--- config.mk ---
export PLATFORM = sky130hd
export DESIGN_NAME = cpu_trace_monitor
export DESIGN_NICKNAME = d
export VERILOG_FILES = /design/src/rtl/cpu_trace_monitor.sv
export SDC_FILE = /design/constraint.sdc
export NUM_CORES = 1
export LEC_CHECK = 0
export BUFFER_PORTS_ARGS = -buffer_cell sky130_fd_sc_hd__buf_4
export CORE_MARGIN = 2
export CORE_UTILIZATION = 35
export CTS_BUF_LIST = sky130_fd_sc_hd__clkbuf_8
export DETAILED_ROUTE_END_ITERATION = 12
export GPL_TIMING_DRIVEN = 0
export HOLD_SLACK_MARGIN = 0.12
export REMOVE_ABC_BUFFERS = 1
export SLEW_MARGIN = 20
export SYNTH_ARGS = -nofsm -noshare
export SYNTH_HDL_FRONTEND = slang
export SYNTH_SLANG_ARGS = --single-unit
--- constraint.sdc ---
create_clock -name clk -period 3.85 [get_ports clk]
set_input_delay 0.385 -clock clk [delete_from_list [all_inputs] [get_ports clk]]
set_output_delay 0.385 -clock clk [all_outputs]
set_load 0.05 [all_outputs]
--- src/rtl/cpu_trace_monitor.sv ---
// Bounded-run CPU observer: classifies each sample as retire/stall/redirect, keeps saturating
// statistics and (when TRACE_BUF_EN is defined) a readable ring buffer of retired instructions.
module cpu_trace_monitor #(
    parameter int unsigned ADDR_W     = 32,
    parameter int unsigned INST_W     = 32,
    parameter int unsigned DEPTH      = 16,
    parameter int unsigned MAX_CYCLES = 100,
    parameter int unsigned HALT_CNT   = 8,
    parameter int unsigned CNT_W      = 32
) (
    input  logic                     clk,
    input  logic                     rst,
    input  logic                     start,
    input  logic [ADDR_W-1:0]        pc,
    input  logic [INST_W-1:0]        inst,
    input  logic [$clog2(DEPTH)-1:0] rd_idx,
    output logic [ADDR_W-1:0]        rd_pc,
    output logic [INST_W-1:0]        rd_inst,
    output logic [1:0]               state,
    output logic [CNT_W-1:0]         cycle_cnt,
    output logic [CNT_W-1:0]         retire_cnt,
    output logic [CNT_W-1:0]         stall_cnt,
    output logic [CNT_W-1:0]         redirect_cnt,
    output logic [$clog2(DEPTH):0]   trace_cnt,
    output logic                     wrapped,
    output logic                     done,
    output logic                     halted
);

    localparam int unsigned RunW = $clog2(HALT_CNT + 1);

    typedef enum logic [1:0] {
        StIdle = 2'd0,
        StRun  = 2'd1,
        StDone = 2'd2
    } state_e;

    state_e            state_q;
    logic [CNT_W-1:0]  cycle_q;
    logic [CNT_W-1:0]  retire_q;
    logic [CNT_W-1:0]  stall_q;
    logic [CNT_W-1:0]  redirect_q;
    logic [RunW-1:0]   run_q;
    logic              first_q;
    logic              done_q;
    logic              halted_q;
    logic [ADDR_W-1:0] prev_pc_q;

    logic              sampling;
    logic              clear_run;
    logic              is_stall;
    logic              is_retire;
    logic              is_redirect;
    logic [ADDR_W-1:0] seq_pc;
    logic [CNT_W-1:0]  cycle_nxt;
    logic [RunW-1:0]   run_nxt;
    logic              hit_budget;
    logic              hit_halt;

    function automatic logic [CNT_W-1:0] sat_inc(input logic [CNT_W-1:0] v);
        return (&v) ? v : v + CNT_W'(1);
    endfunction

    always_comb begin
        sampling    = (state_q == StRun);
        clear_run   = (state_q != StRun) && start;
        seq_pc      = prev_pc_q + ADDR_W'(4);
        is_stall    = sampling && !first_q && (pc == prev_pc_q);
        is_retire   = sampling && !is_stall;
        is_redirect = is_retire && !first_q && (pc != seq_pc);
        cycle_nxt   = sat_inc(cycle_q);
        // The stall run never exceeds HALT_CNT because reaching it ends the run.
        run_nxt     = is_stall ? run_q + RunW'(1) : '0;
        hit_budget  = (cycle_nxt == CNT_W'(MAX_CYCLES));
        hit_halt    = (run_nxt == RunW'(HALT_CNT));
    end

    always_ff @(posedge clk) begin
        if (!rst) begin
            state_q    <= StIdle;
            cycle_q    <= '0;
            retire_q   <= '0;
            stall_q    <= '0;
            redirect_q <= '0;
            run_q      <= '0;
            first_q    <= 1'b0;
            done_q     <= 1'b0;
            halted_q   <= 1'b0;
            prev_pc_q  <= '0;
        end else if (clear_run) begin
            state_q    <= StRun;
            cycle_q    <= '0;
            retire_q   <= '0;
            stall_q    <= '0;
            redirect_q <= '0;
            run_q      <= '0;
            first_q    <= 1'b1;
            done_q     <= 1'b0;
            halted_q   <= 1'b0;
        end else if (sampling) begin
            cycle_q   <= cycle_nxt;
            run_q     <= run_nxt;
            first_q   <= 1'b0;
            prev_pc_q <= pc;
            if (is_retire) begin
                retire_q <= sat_inc(retire_q);
            end
            if (is_stall) begin
                stall_q <= sat_inc(stall_q);
            end
            if (is_redirect) begin
                redirect_q <= sat_inc(redirect_q);
            end
            if (hit_budget || hit_halt) begin
                state_q  <= StDone;
                done_q   <= hit_budget;
                halted_q <= hit_halt;
            end
        end
    end

    assign state        = state_q;
    assign cycle_cnt    = cycle_q;
    assign retire_cnt   = retire_q;
    assign stall_cnt    = stall_q;
    assign redirect_cnt = redirect_q;
    assign done         = done_q;
    assign halted       = halted_q;

`ifdef TRACE_BUF_EN
    localparam int unsigned PtrW    = $clog2(DEPTH);
    localparam int unsigned EntryW  = ADDR_W + INST_W;
    localparam logic [PtrW:0] FullCnt = (PtrW + 1)'(DEPTH);

    logic [EntryW-1:0] mem [DEPTH];
    logic [PtrW-1:0]   wr_ptr_q;
    logic [PtrW-1:0]   wr_ptr_nxt;
    logic [PtrW:0]     tcnt_q;
    logic [PtrW:0]     tcnt_nxt;
    logic              wrapped_q;
    logic              wrapped_nxt;
    logic [PtrW-1:0]   rd_addr;
    logic [EntryW-1:0] rd_data_nxt;
    logic [EntryW-1:0] rd_q;

    always_comb begin
        wr_ptr_nxt  = wr_ptr_q;
        tcnt_nxt    = tcnt_q;
        wrapped_nxt = wrapped_q;
        if (clear_run) begin
            wr_ptr_nxt  = '0;
            tcnt_nxt    = '0;
            wrapped_nxt = 1'b0;
        end else if (is_retire) begin
            wr_ptr_nxt = wr_ptr_q + PtrW'(1);
            if (tcnt_q == FullCnt) begin
                wrapped_nxt = 1'b1;
            end else begin
                tcnt_nxt = tcnt_q + (PtrW + 1)'(1);
            end
        end
        // Index relative to the oldest entry as it stands after this edge; a full count
        // truncates to zero, which is exactly the oldest slot.
        rd_addr     = wr_ptr_nxt - tcnt_nxt[PtrW-1:0] + rd_idx;
        rd_data_nxt = '0;
        if ({1'b0, rd_idx} < tcnt_nxt) begin
            rd_data_nxt = (is_retire && (rd_addr == wr_ptr_q)) ? {pc, inst} : mem[rd_addr];
        end
    end

    always_ff @(posedge clk) begin
        if (!rst) begin
            wr_ptr_q  <= '0;
            tcnt_q    <= '0;
            wrapped_q <= 1'b0;
            rd_q      <= '0;
        end else begin
            wr_ptr_q  <= wr_ptr_nxt;
            tcnt_q    <= tcnt_nxt;
            wrapped_q <= wrapped_nxt;
            rd_q      <= rd_data_nxt;
        end
    end

    always_ff @(posedge clk) begin
        if (rst && is_retire) begin
            mem[wr_ptr_q] <= {pc, inst};
        end
    end

    assign rd_pc     = rd_q[EntryW-1:INST_W];
    assign rd_inst   = rd_q[INST_W-1:0];
    assign trace_cnt = tcnt_q;
    assign wrapped   = wrapped_q;
`else
    logic unused_trace;

    assign unused_trace = ^{rd_idx, inst};
    assign rd_pc        = '0;
    assign rd_inst      = '0;
    assign trace_cnt    = '0;
    assign wrapped      = 1'b0;
`endif

endmodule

==> reports/qor.csv, run 1 <==
metric,value,unit
status,"finished, final reports clean",
Worst R2R Start,cycle_cnt[0],
Lkg Pwr,4.24,nW
critical path peak fanout,9,
"most common cell after layout, fill and taps aside",dfxtp_1,
Yosys reg bits,169,
clock tree root driver cell,clkbuf_8,
initial antenna violation count,0,
fmax,287,MHz
"Distinct cells, synth",68,
Area growth syn-to-layout,16.8,%
initial core utilization,0.354,
routability cong.,0.871,
syn avg cell area,7.83,um^2
Post-DRT Antenna Nets,0,
Tmin final,3.48,ns
Final Max Slew Viols,0,
gr ovfl total,0,
MaxCap Viol Count,0,
Min-Delay Startpoint,pc[30],
multi-input logic area,6140,um^2
CP startpoint,cycle_cnt[0],
first-pass GRT wire length,44.9,mm
worst-margin pin slew,0.655,ns
Area contributors post-synth,"dfxtp_1 33%, xnor2_1 6.8%, nand2_1 5.6%",
post-synthesis sequential area ratio,0.334,
startpoint type of the worst setup path,register,
DRC,0,
DR vias/cell,5.20,
clock skew,0.0206,ns
crit path DAT,3.88,ns
clock-pin transition on the worst setup and hold timing paths,0.11,ns
drt wl/cell,15.5,um
chip height,174,um
Yosys warnings,0,
num rows,62,
drt initial violations,621,
Synth top area share,0.334,
RSZ-0062 raised after global routing,no,
Post-synth EDFFs,0,
# fillers,2986,
CTS buffer count,17,
"Setup Fix Bufs, Post-CTS",0,
predominant post-synthesis flop cell,dfxtp_1,
vias,9419,
post-cts gate resize count,0,
vias in the first global route,8624,
CP endpoint kind,register,
setup TNS,0,ns
# hold bufs at CTS,0,
worst ir drop on vdd,0.220,mV
FF+latch area,3380,um^2
layout cell share with drive strength beyond 1,0.162,
Critical Path RT,4.24,ns
TritonCTS clock tree,yes,
period utilization,0.905,
Die Wd,174,um
final setup vio count,0,
"commonest non-fill, non-tap cells in the layout","169 x dfxtp_1, 166 x buf_4, 149 x nand2_1",
fraction of registers with async set/reset,0,
pwr/cell area,301,nW/um^2
CTS sink count,169,
CTS max path bufs,2,
Layout Nets,1493,
n_diodes,0,
cell count after synthesis,1294,
relative slew slack,0.557,
post-synth top area cell,dfxtp_1,
Detailed Routing Iterations Pass 1,5,
Total GRT Usage,0.179,
worst min path class,in2reg,
Die ar.,30300,um^2
DRT Wirelength,28.0,mm
IO buf count,166,
H-tree depth,4,
Worst-Skew Late Latency,0.46,ns
Post-Syn Area,10100,um^2
WS Path Type,reg2reg,
Fin. Hold Viols,0,
CORE AREA,28600,um^2
I/O Pins,273,
hpwl dp,20.2,mm
largest net degree at the start of global routing,51,
post-layout total power,3.57,mW
per-stage QoR:
| stage | hold slack (ns) | utilization | instances | instance area [um^2] | setup slack, ns |
|---|---|---|---|---|---|
| 2_1_floorplan | 0.455 | - | 1224 | 9550 | -0.312 |
| 3_3_place_gp | 0.461 | 0.394 | 1774 | 11300 | -2.07 |
| 3_5_place_dp | 0.471 | 0.400 | 1781 | 11400 | 0.469 |
| 4_1_cts | 0.154 | 0.414 | 1813 | 11800 | 0.419 |
| 5_1_grt | 0.159 | 0.414 | 1813 | 11800 | 0.0739 |
| 6_report | 0.189 | 0.414 | 1813 | 11800 | 0.365 |
critical path, cell delays in order (launching register included):
cell,delay (ns)
dfxtp_1,0.45
ha_1,0.38
nand4_1,0.25
or3_1,0.51
nor4_4,0.43
o31ai_1,0.15
a2111oi_0,0.49
nand4_1,0.25
nor3_2,0.34
o21a_1,0.16
layer usage:
layer | wire length (um) | share of wire | vias up | global-route usage
li1 | - | - | 4701 | -
met1 | 12900 | 0.46 | 4483 | 0.235
met2 | 13500 | 0.48 | 214 | 0.305
met3 | 1300 | 0.046 | 21 | 0.0339
met4 | 308 | 0.011 | 0 | 0.0413
met5 | 0 | 0 | - | 0
worst paths after layout:
kind                        end  slack (ns)  cells past startpoint
setup / recovery           done        0.37                      9
hold / removal    prev_pc_q[30]        0.19                      3
setup reg to reg           done        0.37                      9
hold reg to reg   prev_pc_q[31]        0.48                      2
Yosys cell counts (all sizes together) (5+ instances only):
| master | count |
|---|---|
| dfxtp | 169 |
| nand2 | 151 |
| nor2 | 138 |
| buf | 88 |
| xnor2 | 79 |
| nand3 | 59 |
| nand4 | 59 |
| xor2 | 53 |
| clkbuf | 51 |
| o21ai | 44 |
| nor3 | 42 |
| a21oi | 41 |
| or3 | 35 |
| a21boi | 32 |
| and3 | 24 |
| nor4 | 23 |
| or4 | 23 |
| and4 | 22 |
| inv | 19 |
| o211ai | 16 |
| and2 | 15 |
| nand2b | 12 |
| a31oi | 10 |
| nor2b | 7 |
| ha | 6 |
| or2 | 6 |
| a211oi | 5 |
| o31ai | 5 |
final cells by class:
class	count	share of cell area
clock buffers	17	0.0198
flip-flops and latches	169	0.286
repair buffers	173	0.116
clock inverters	15	0.0132
well taps	384	0.0406
multi-input cells	1036	0.518
inverters	19	0.00602
registers in the layout, indices dropped and copies added (netlist names):
name,cells
cycle_cnt,32
done,1
first_q,1
halted,1
prev_pc_q,32
redirect_cnt,32
retire_cnt,32
run_q,4
stall_cnt,32
state,2
where the power goes:
group / internal (mW) / leakage, nW / switching [mW]
registers: 1.77 / 1.37 / 0.0359
logic: 0.115 / 2.68 / 0.335
clock network: 0.541 / 0.195 / 0.772
kinds of logic (layout without fill, tap and decap cells):
family,Yosys count,in the layout,share of synthesized area
xor gates and xnor gates,132,132,0.114
other,1,70,0.000370
muxes,4,4,0.00395
DFF,169,169,0.334
buffers and inverters,158,224,0.0904
and+or+nand+nor,634,634,0.328
AOI/OAI and AO/OA,190,190,0.122
adders and majority gates,6,6,0.00741
No activity file was read; power rests on OpenSTA's default activity.
==> run 2, diff against run 1 <==
Settings changed: CELL_PAD_IN_SITES_DETAIL_PLACEMENT from default to 2, CELL_PAD_IN_SITES_GLOBAL_PLACEMENT from default to 2, CORE_UTILIZATION 35 to 31, PLACE_DENSITY_LB_ADDON from default to 0.1.
==> run 2 against run 1 <==
  * Total power is 0.49% higher
  * Sequential power about the same
  * Non-clock buffer count grew 2
  * Cell count grew 3.3%
  * Utilization shrank 4.4 points
  * Register-to-register slack got worse by 0.02 ns
  * First-iteration DRC count fell by 48%
  * Critical path type unchanged
==> reports/qor.csv, run 2 (same netlist as run 1, synthesis figures left out) <==
metric,value,unit,change
status,"finished, final reports clean",,
Area growth syn-to-layout,17.9,%,
vias,9716,,+3.2%
drt initial violations,323,,-48%
CTS buffer count,17,,unchanged
MaxCap Viol Count,0,,unchanged
Worst-Skew Late Latency,0.49,ns,+0.03 ns
most frequent cell on the critical path,nand4_1,,
Die Wd,185,um,+6.1%
crit-path max cell delay,0.64,ns,+0.13 ns
TritonCTS clock tree,yes,,
period utilization,0.911,,+0.00624
gr ovfl total,0,,unchanged
RSZ-0062 raised after global routing,no,,
chip height,185,um,+6.1%
"most common cell after layout, fill and taps aside",dfxtp_1,,
CTS max path bufs,2,,unchanged
initial core utilization,0.313,,-0.0410
startpoint type of the worst setup path,register,,
Critical Path RT,4.24,ns,about the same
post-layout total power,3.59,mW,+0.49%
clock-pin transition on the worst setup and hold timing paths,0.11,ns,about the same
DR vias/cell,5.19,,-0.15%
critical path peak fanout,13,,+4
final setup vio count,0,,unchanged
worst-margin pin slew,0.745,ns,+0.0893 ns
crit-path cells,"ha_2, nand4_1, or3_1, or4_1, nand2_1, nor2_1, nand4_1, nor3_2, o31a_1",,
relative slew slack,0.504,,-0.0536
CORE AREA,32400,um^2,+13%
drt wl/cell,18.1,um,+17%
hpwl dp,25.0,mm,+24%
first-pass GRT wire length,54.4,mm,+21%
clock tree root driver cell,clkbuf_8,,
CTS sink count,169,,unchanged
# fillers,3813,,+28%
Tmin final,3.51,ns,+0.0240 ns
CP max stage cell,or4_1,,
worst min path class,in2reg,,
Post-DRT Antenna Nets,0,,unchanged
initial antenna violation count,0,,unchanged
num rows,66,,+6.5%
# hold bufs at CTS,0,,unchanged
clock skew,0.0141,ns,-0.00656 ns
DRC,0,,unchanged
Layout Nets,1495,,+0.13%
I/O Pins,273,,unchanged
Detailed Routing Iterations Pass 1,4,,-1
Lkg Pwr,4.27,nW,+0.54%
Final Max Slew Viols,0,,unchanged
setup TNS,0,ns,unchanged
largest net degree at the start of global routing,58,,+14%
Fin. Hold Viols,0,,unchanged
IO buf count,166,,unchanged
routability cong.,0.789,,-9.4%
vias in the first global route,9899,,+15%
n_diodes,0,,unchanged
Die ar.,34200,um^2,+13%
"commonest non-fill, non-tap cells in the layout","169 x dfxtp_1, 168 x buf_4, 149 x nand2_1",,
pwr/cell area,300,nW/um^2,-0.48%
WS Path Type,reg2reg,,
H-tree depth,4,,unchanged
CP endpoint kind,register,,
fmax,285,MHz,-0.68%
worst ir drop on vdd,0.215,mV,-2.3%
layout cell share with drive strength beyond 1,0.165,,+0.00327
Total GRT Usage,0.200,,+0.0208
crit path DAT,3.90,ns,+0.02 ns
DRT Wirelength,33.9,mm,+21%
[run 2: cell types whose count changed in the layout (fill, tap and decap cells not counted), sizes merged]
| cell | change |
|---|---|
| clkbuf | +1 |
| inv | -5 |
| buf | +2 |
| clkinv | +7 |
| clkinvlp | -3 |
[run 2: stage by stage]
stage	instances	worst slack [ns]	instance area, um^2	hold slack, ns	util
6_report	1873	0.341	12000	0.161	0.369
4_1_cts	1871	0.129	11900	0.123	0.369
2_1_floorplan	1224	-0.312	9550	0.455	-
5_1_grt	1873	0.101	12000	0.125	0.369
3_3_place_gp	1832	-2.40	11300	0.462	0.351
3_5_place_dp	1839	0.220	11500	0.480	0.357
[run 2: area by class of cell]
type,count,area (um^2),area share
Inverter,19,71.3,0.00597
Timing Repair Buffer,175,1410,0.118
Clock buffer,18,248,0.0207
Tap cell,442,553,0.0463
Sequential cell,169,3380,0.283
Clock inverter,14,138,0.0115
Multi-Input combinational cell,1036,6150,0.514
[run 2: worst paths after layout]
path	start	to	slack [ns]	depth (start not counted)
worst max register to register	cycle_cnt[0]	state[1]	0.34	9
worst max-delay path	cycle_cnt[0]	state[1]	0.34	9
worst min register to register	prev_pc_q[31]	prev_pc_q[31]	0.49	2
worst min-delay path	pc[30]	prev_pc_q[30]	0.16	3
[run 2: critical path, delay by kind of cell (launching register included)]
family          cells  cell delay (ns)
compound gates      1             0.24
simple gates        7             2.33
flops               1             0.49
fa+ha+maj           1             0.35
[run 2: what timing repair did]
item	4_1_cts	5_1_grt
setup buffers	0	2
endpoints found under the setup margin	0	15
gates resized for setup	0	3
[run 2: routing by layer]
| metal | wire [um] | GRT usage |
|---|---|---|
| met4 | 468 | 0.0479 |
| met1 | 15400 | 0.253 |
| met5 | 0 | 0 |
| met2 | 16900 | 0.351 |
| met3 | 1190 | 0.0372 |
[run 2: power breakdown]
part / internal (mW) / total (mW) / switching [mW]
clock network: 0.545 / 1.31 / 0.769
registers: 1.77 / 1.81 / 0.0375
logic: 0.118 / 0.464 / 0.347
total: 2.43 / 3.59 / 1.15
==> run 3, diff against run 2 <==
Settings changed: CORE_UTILIZATION 31 to 33.
Clock period 3.85 ns to 4.4 ns, I/O delays scaled along.
==> run 3 against run 2 <==
  * Critical path depth unchanged
  * Maximum frequency decreased by 4.5%
  * Die area decreased by 5.9%
  * Utilization increased by 2.0 points
  * First-iteration DRC count increased by 14%
  * Final area decreased by 0.83%
  * Via count increased by 0.99%
  * Total power decreased by 13%
  * Largest power group unchanged
  * Flip-flop and latch count unchanged
  * Largest cell class unchanged
  * Combinational power decreased by 12%
  * Clock-buffer cell count unchanged
  * Wire length decreased by 1.2%
==> reports/qor.csv, run 3 (same netlist as run 1, synthesis figures left out) <==
metric,value,unit,change
status,"finished, final reports clean",,
Die ar.,32100,um^2,-5.9%
Die Wd,179,um,-3.0%
layout cell share with drive strength beyond 1,0.161,,-0.00386
vias,9812,,+0.99%
placed cell areas,11500,um^2,-0.50%
initial core utilization,0.333,,+0.0200
IO buf count,166,,unchanged
dpl cells,1793,,-2.5%
Total GRT Usage,0.209,,+0.00851
critical path peak fanout,9,,-4
crit path DAT,4.08,ns,+0.18 ns
Final Max Slew Viols,0,,unchanged
pwr/cell area,263,nW/um^2,-12%
DRC,0,,unchanged
CP endpoint kind,register,,
setup TNS,0,ns,unchanged
clock tree root driver cell,clkbuf_8,,
CTS sink count,169,,unchanged
worst-margin pin slew,0.761,ns,+0.0163 ns
startpoint type of the worst setup path,register,,
Final Cell Area,11900,um^2,-0.83%
DR vias/cell,5.38,,+3.7%
worst min path class,in2reg,,
CTS max path bufs,2,,unchanged
fmax,272,MHz,-4.5%
R2R setup slack,0.73,ns,+0.39 ns
pre-CTS setup slack,0.800,ns,+0.580 ns
period utilization,0.835,,-0.0767
WS Path Type,reg2reg,,
H-tree depth,4,,unchanged
Post-DRT Antenna Nets,0,,unchanged
final setup vio count,0,,unchanged
hpwl dp,24.9,mm,-0.45%
"commonest non-fill, non-tap cells in the layout","169 x dfxtp_1, 167 x buf_4, 149 x nand2_1",,
"most common cell after layout, fill and taps aside",dfxtp_1,,
drt wl/cell,18.4,um,+1.5%
setup ws final,0.727,ns,+0.386 ns
Min-Delay Startpoint,pc[31],,
final hold slack,0.227,ns,+0.0655 ns
first-pass GRT wire length,53.5,mm,-1.6%
Worst-Skew Late Latency,0.48,ns,about the same
Detailed Routing Iterations Pass 1,4,,unchanged
Lkg Pwr,4.25,nW,-0.52%
gr ovfl total,0,,unchanged
MaxCap Viol Count,0,,unchanged
RSZ-0062 raised after global routing,no,,
chip height,179,um,-3.0%
I/O Pins,273,,unchanged
initial antenna violation count,0,,unchanged
num rows,64,,-3.0%
DRT Wirelength,33.5,mm,-1.2%
"Setup Fix Bufs, Post-CTS",0,,unchanged
Area growth syn-to-layout,17.0,%,
TritonCTS clock tree,yes,,
CP startpoint,cycle_cnt[0],,
vias in the first global route,9920,,+0.21%
n_diodes,0,,unchanged
Critical Path RT,4.81,ns,+0.57 ns
Worst R2R Start,cycle_cnt[0],,
post-cts gate resize count,0,,unchanged
# hold bufs at CTS,0,,unchanged
relative slew slack,0.489,,-0.0148
worst ir drop on vdd,0.174,mV,-19%
clock skew,0.0186,ns,+0.00450 ns
Layout Nets,1493,,-0.13%
routability cong.,0.789,,-0.10%
CORE AREA,30400,um^2,-6.0%
Layout Cells excl Fill,1824,,-2.6%
Tmin final,3.67,ns,+0.164 ns
Fin. Hold Viols,0,,unchanged
drt initial violations,369,,+14%
largest net degree at the start of global routing,58,,unchanged
# fillers,3572,,-6.3%
clock-pin transition on the worst setup and hold timing paths,0.11,ns,about the same
CTS buffer count,17,,unchanged
run 3: final cells by class:
cell class	instances	area, um^2	area share
Timing Repair Buffer	173	1400	0.118
Inverter	19	71.3	0.00602
Clock inverter	13	121	0.0102
Sequential cell	169	3380	0.285
Multi-Input combinational cell	1036	6140	0.518
Clock buffer	18	248	0.0209
Tap cell	396	495	0.0418
run 3: path summary, 6_finish.rpt:
path	end	depth (start not counted)
worst max-delay path	done	9
worst min-delay path	prev_pc_q[31]	3
worst max register to register	done	9
worst min register to register	prev_pc_q[1]	2
run 3: per-stage QoR:
step	power (mW)	utilization
2_1_floorplan	1.89	-
3_3_place_gp	2.00	0.371
3_5_place_dp	2.03	0.377
4_1_cts	3.17	0.390
5_1_grt	3.26	0.390
6_report	3.12	0.390
run 3: metal layers:
metal,vias to the layer above,global-route usage,routed length [um]
met1,4928,0.263,15100
met5,-,0,0
met4,0,0.0427,399
met3,26,0.0360,1220
met2,180,0.371,16800
li1,4678,-,-
run 3: report_power, final:
group | switching (mW) | total, mW | internal, mW
clock | 0.662 | 1.13 | 0.467
combinational | 0.303 | 0.407 | 0.103
sequential | 0.0322 | 1.58 | 1.55
run 3: critical path, stage by stage (launching register included):
cell       delay, ns
dfxtp_1         0.46
ha_1            0.42
nand4_1         0.28
or3_1           0.54
nor4_4          0.48
o31ai_1         0.13
a2111oi_0       0.49
nand4_1         0.27
nor3_2          0.36
o21a_1          0.17
